File: src/rtl/cpu_types_pkg.sv
// Shared CPU-wide types: RAM controller status and the machine word.
package cpu_types_pkg;

    typedef logic [31:0] word_t;

    typedef enum logic [1:0] {
        FREE   = 2'd0,
        BUSY   = 2'd1,
        ACCESS = 2'd2,
        ERROR  = 2'd3
    } ramstate_t;

endpackage

File: src/rtl/memory_arbiter.sv
// Single-port RAM arbiter between icache and dcache: dcache priority,
// with a saturating starvation counter that forces an icache grant.
module memory_arbiter
    import cpu_types_pkg::*;
#(
    parameter int STARVE_MAX = 4
) (
    input  logic      CLK,
    input  logic      nRST,
    input  logic      iREN,
    input  word_t     iaddr,
    output logic      iwait,
    output word_t     iload,
    input  logic      dREN,
    input  logic      dWEN,
    input  word_t     daddr,
    input  word_t     dstore,
    output logic      dwait,
    output word_t     dload,
    output logic      ramREN,
    output logic      ramWEN,
    output word_t     ramaddr,
    output word_t     ramstore,
    input  word_t     ramload,
    input  ramstate_t ramstate
);

    localparam int CW = $clog2(STARVE_MAX + 1);
    localparam logic [CW-1:0] MAX_CNT = CW'(STARVE_MAX);

    typedef enum logic [1:0] {
        IDLE   = 2'd0,
        DGRANT = 2'd1,
        IGRANT = 2'd2
    } arb_state_t;

    arb_state_t      state;
    logic [CW-1:0]   starve_cnt;
    logic            d_req;
    logic            d_done;
    logic            i_done;

    assign d_req  = dREN | dWEN;
    // Completion requires the granted requester to still be asking.
    assign d_done = (state == DGRANT) && d_req && (ramstate == ACCESS);
    assign i_done = (state == IGRANT) && iREN  && (ramstate == ACCESS);

    always_ff @(posedge CLK or negedge nRST) begin
        if (!nRST) begin
            state      <= IDLE;
            starve_cnt <= '0;
        end else begin
            case (state)
                IDLE: begin
                    if (!iREN)
                        starve_cnt <= '0;
                    if (d_req && !(iREN && starve_cnt == MAX_CNT))
                        state <= DGRANT;
                    else if (iREN)
                        state <= IGRANT;
                end
                DGRANT: begin
                    if (d_done) begin
                        state <= IDLE;
                        if (iREN && starve_cnt != MAX_CNT)
                            starve_cnt <= starve_cnt + 1'b1;
                    end else if (!d_req || ramstate == ERROR) begin
                        state <= IDLE;
                    end
                end
                IGRANT: begin
                    if (i_done) begin
                        state      <= IDLE;
                        starve_cnt <= '0;
                    end else if (!iREN || ramstate == ERROR) begin
                        state <= IDLE;
                    end
                end
                default: state <= IDLE;
            endcase
        end
    end

    // Outputs follow the grant combinationally so a dropped request
    // releases the RAM enables in the same cycle.
    always_comb begin
        ramREN   = 1'b0;
        ramWEN   = 1'b0;
        ramaddr  = '0;
        ramstore = '0;
        iwait    = 1'b1;
        dwait    = 1'b1;
        iload    = '0;
        dload    = '0;
        case (state)
            DGRANT: begin
                ramREN   = dREN;
                ramWEN   = dWEN;
                ramaddr  = daddr;
                ramstore = dstore;
                dload    = ramload;
                dwait    = !d_done;
            end
            IGRANT: begin
                ramREN  = iREN;
                ramaddr = iaddr;
                iload   = ramload;
                iwait   = !i_done;
            end
            default: ;
        endcase
    end

endmodule
File: config.mk
export PLATFORM = sky130hd
export DESIGN_NAME = memory_arbiter
export DESIGN_NICKNAME = d
export VERILOG_FILES = /design/src/rtl/cpu_types_pkg.sv /design/src/rtl/memory_arbiter.sv
export SDC_FILE = /design/constraint.sdc
export NUM_CORES = 1
export LEC_CHECK = 0
export CAP_MARGIN = 20
export CORE_AREA = 2 2 104 106
export CTS_CLUSTER_DIAMETER = 120
export DETAILED_ROUTE_END_ITERATION = 8
export DIE_AREA = 0 0 106 108
export MAX_ROUTING_LAYER = met4
export SLEW_MARGIN = 20
export SYNTH_ARGS = -nofsm -noshare
export SYNTH_HDL_FRONTEND = slang
export SYNTH_SLANG_ARGS = --single-unit
File: constraint.sdc
create_clock -name CLK -period 4.2 [get_ports CLK]
set_input_delay 0.84 -clock CLK [delete_from_list [all_inputs] [get_ports CLK]]
set_output_delay 0.84 -clock CLK [all_outputs]
set_load 0.005 [all_outputs]
==> results.md <==
* Final GP Congestion at around 0.75
* Final Slew Violations at 0
* Hold_ws at 575 ps
* Setup slack after layout at 936 ps
* Initial antenna violation count at 0
* Total track usage at 0.156
* DR iter-0 viols at between 80 and 90
* Number of hold buffers added after cts at 0
* Top cells by count, synth: and2_1, a22oi_1, nor2b_1, clkbuf_1, inv_1
* Pleak at 1.62 nW
* Async SR Flop Fraction at 1.00
* Ranking of synthesized cells by area: and2_1, a22oi_1, nor2b_1
* Slew @ Worst Pin at ~670 ps
* RSZ-0062 raised after global routing: no
* Placed Area at approximately 4400 µm²
* Min-delay worst type: reg -> reg
* Number of enable flip-flop cells after synthesis at 0
* Antenna fix cells at 0
* CP required at 3360 ps
* Post_cts resized at 0
* Critical Path End Type: output port
* DR vias at 2569
* CTS H-tree depth at 1
* Ys flop type: dfrtp_1
* Worst-Skew Late Latency at between 200 and 250 ps
* Max FO, Critical Path at 30
* Largest area contributor in the netlist: and2_1
* Netlist Area Pre-Place at roughly 1500 µm²
* Mean area per synthesized cell at 6.76 µm²
* Final worst path period share at 0.777
* Crit start category: register
* Number of max-cap violations at 0
* Synth top area share at 0.394
* Final setup violating endpoints at 0
* Setup Buffers After CTS at 0
* Status: complete, no violations
* Die span in x at roughly 110 µm
* Syn_nets at between 300 and 400
* Die H at about 110 µm
* Final Instance Area at ~4400 µm²
* Layout cell share with drive strength beyond 1 at 0.0290
* CTS tree: done
* Clock period minus worst slack at ~3300 ps
* Largest net degree at the start of global routing at 35
* Syn Inst Count at 228
* Post-layout net count at about 620
* WL/cell at between 15 and 20 µm
* DRT Wirelength at 9400 µm
* F_max at 306 MHz
* Vias in the first global route at ~2700
* Max clock buf depth at 2
* Synth unique cells at 27
* DIE AREA at approximately 11000 µm²
* Layout area overhead at 185%
* # IOs at 267
* Vias/cell at slightly above 4
* #FFs+latches synth at 5
* Count leader, synth: and2_1
* Antenna-violating nets left at 0
* Maximum resistive drop on vdd at between 0.2 and 0.25 mV
* Port-buffer cells at between 200 and 300
* # rows at 37
* First drt pass iteration count at 4
* Synth warn at 0
* Starting density of the core at 0.151
* WP data arrival at roughly 2400 ps
* Clk pin slew, worst setup/hold paths at around 40 ps
* First-pass GRT wire length at roughly 14000 µm
* Final Hold Fails at 0
* Register area share after synthesis at 0.0812
* # clock sinks at 5
* Overflow after GRT at 0
* Clock skew at ~2.8 ps
* Core Area at approximately 10000 µm²
* Headroom to the max-slew limit at 0.555
* PwrDens at between 300 and 400 nW/µm²
* DP Worst Slack at 1000 ps
* CP Class: reg -> out
* Drt drc at 0
* Post-DP HPWL at a little under 8000 µm
* Inserted Clock Buffers at 3
* Final TNS setup at 0 ps
* Reg2Reg Setup Slack at about 1900 ps
* CTS root buf: clkbuf_8
where the power goes:
part           leakage [nW]  internal, mW  switching, mW
Combinational          1.53         0.878          0.545
Sequential           0.0673        0.0575        0.00786
Clock                0.0228        0.0653         0.0251
critical path, cell delays in order, from the launching register on:
cell,delay [ps]
dfrtp_1,410
inv_1,120
ha_2,510
buf_4,380
a22oi_1,110
nor2b_1,150
clkdlybuf4s50_1,520
cells in the final DEF (no fill, tap or decap), drive strengths merged:
cell type      netlist  routed
o2bb2ai              1       1
nand3                2       2
nor2b               32      32
dfrtp                5       5
a21o                 1       1
o32ai                1       1
a21boi               1       1
a21oi                2       2
a221o                1       1
or4                  2       2
or3                  2       2
clkbuf              19       4
o211ai               2       2
o21ai                1       1
ha                   6       6
a22o                 2       2
buf                  2       5
and2                97      97
nand2                5       5
o22ai                1       1
inv                  7       7
mux2                 1       1
a22oi               32      32
or2b                 1       1
nand3b               1       1
nor2                 1       1
clkdlybuf4s50        0     266
worst paths after layout:
path	start	end	cells past startpoint
worst max-delay path	state[1]$_DFFE_PN0P_	ramaddr[7]	6
worst min-delay path	starve_cnt[2]$_DFFE_PN0P_	starve_cnt[2]$_DFFE_PN0P_	2
worst max register to register	state[1]$_DFFE_PN0P_	starve_cnt[2]$_DFFE_PN0P_	6
worst min register to register	starve_cnt[2]$_DFFE_PN0P_	starve_cnt[2]$_DFFE_PN0P_	2
max in group asynchronous	nRST	state[0]$_DFFE_PN0P_	1
min in group asynchronous	nRST	starve_cnt[0]$_DFFE_PN0P_	1
through the flow:
stage | instances | util | total power [mW]
finish | 618 | 0.430 | 1.58
global route | 618 | 0.430 | 1.72
CTS | 618 | 0.430 | 1.60
detailed placement | 614 | 0.425 | 1.50
global placement | 614 | 0.425 | 1.50
floorplan | 228 | - | 0.640
cells by family after synthesis:
group / share of synthesized area
AO/OA/AOI/OAI: 0.219
flip-flops: 0.0812
AND/OR/NAND/NOR: 0.575
multiplexers: 0.00730
adder cells (fa/ha/maj): 0.0487
buffers and inverters: 0.0682
cell type report:
class | count | area (µm²)
fillers | 1012 | 5840
repair buffers | 271 | 2710
multi-input cells | 195 | 1320
well taps | 136 | 170
flip-flops and latches | 5 | 125
clock buffers | 4 | 45.0
inverters | 7 | 26.3
layer usage:
metal  global-route usage  up-vias  wire [µm]
li1                     -     1270          -
met1                0.155     1152       3430
met2                0.320      143       5240
met3               0.0277        4        677
met4               0.0244        0         48
met5                    -        -          0
sequential cells by signal, summed over array words and instances (netlist names):
| signal | count |
|---|---|
| starve_cnt | 3 |
| state | 2 |
Note: power is estimated with default switching activity, not from simulation.
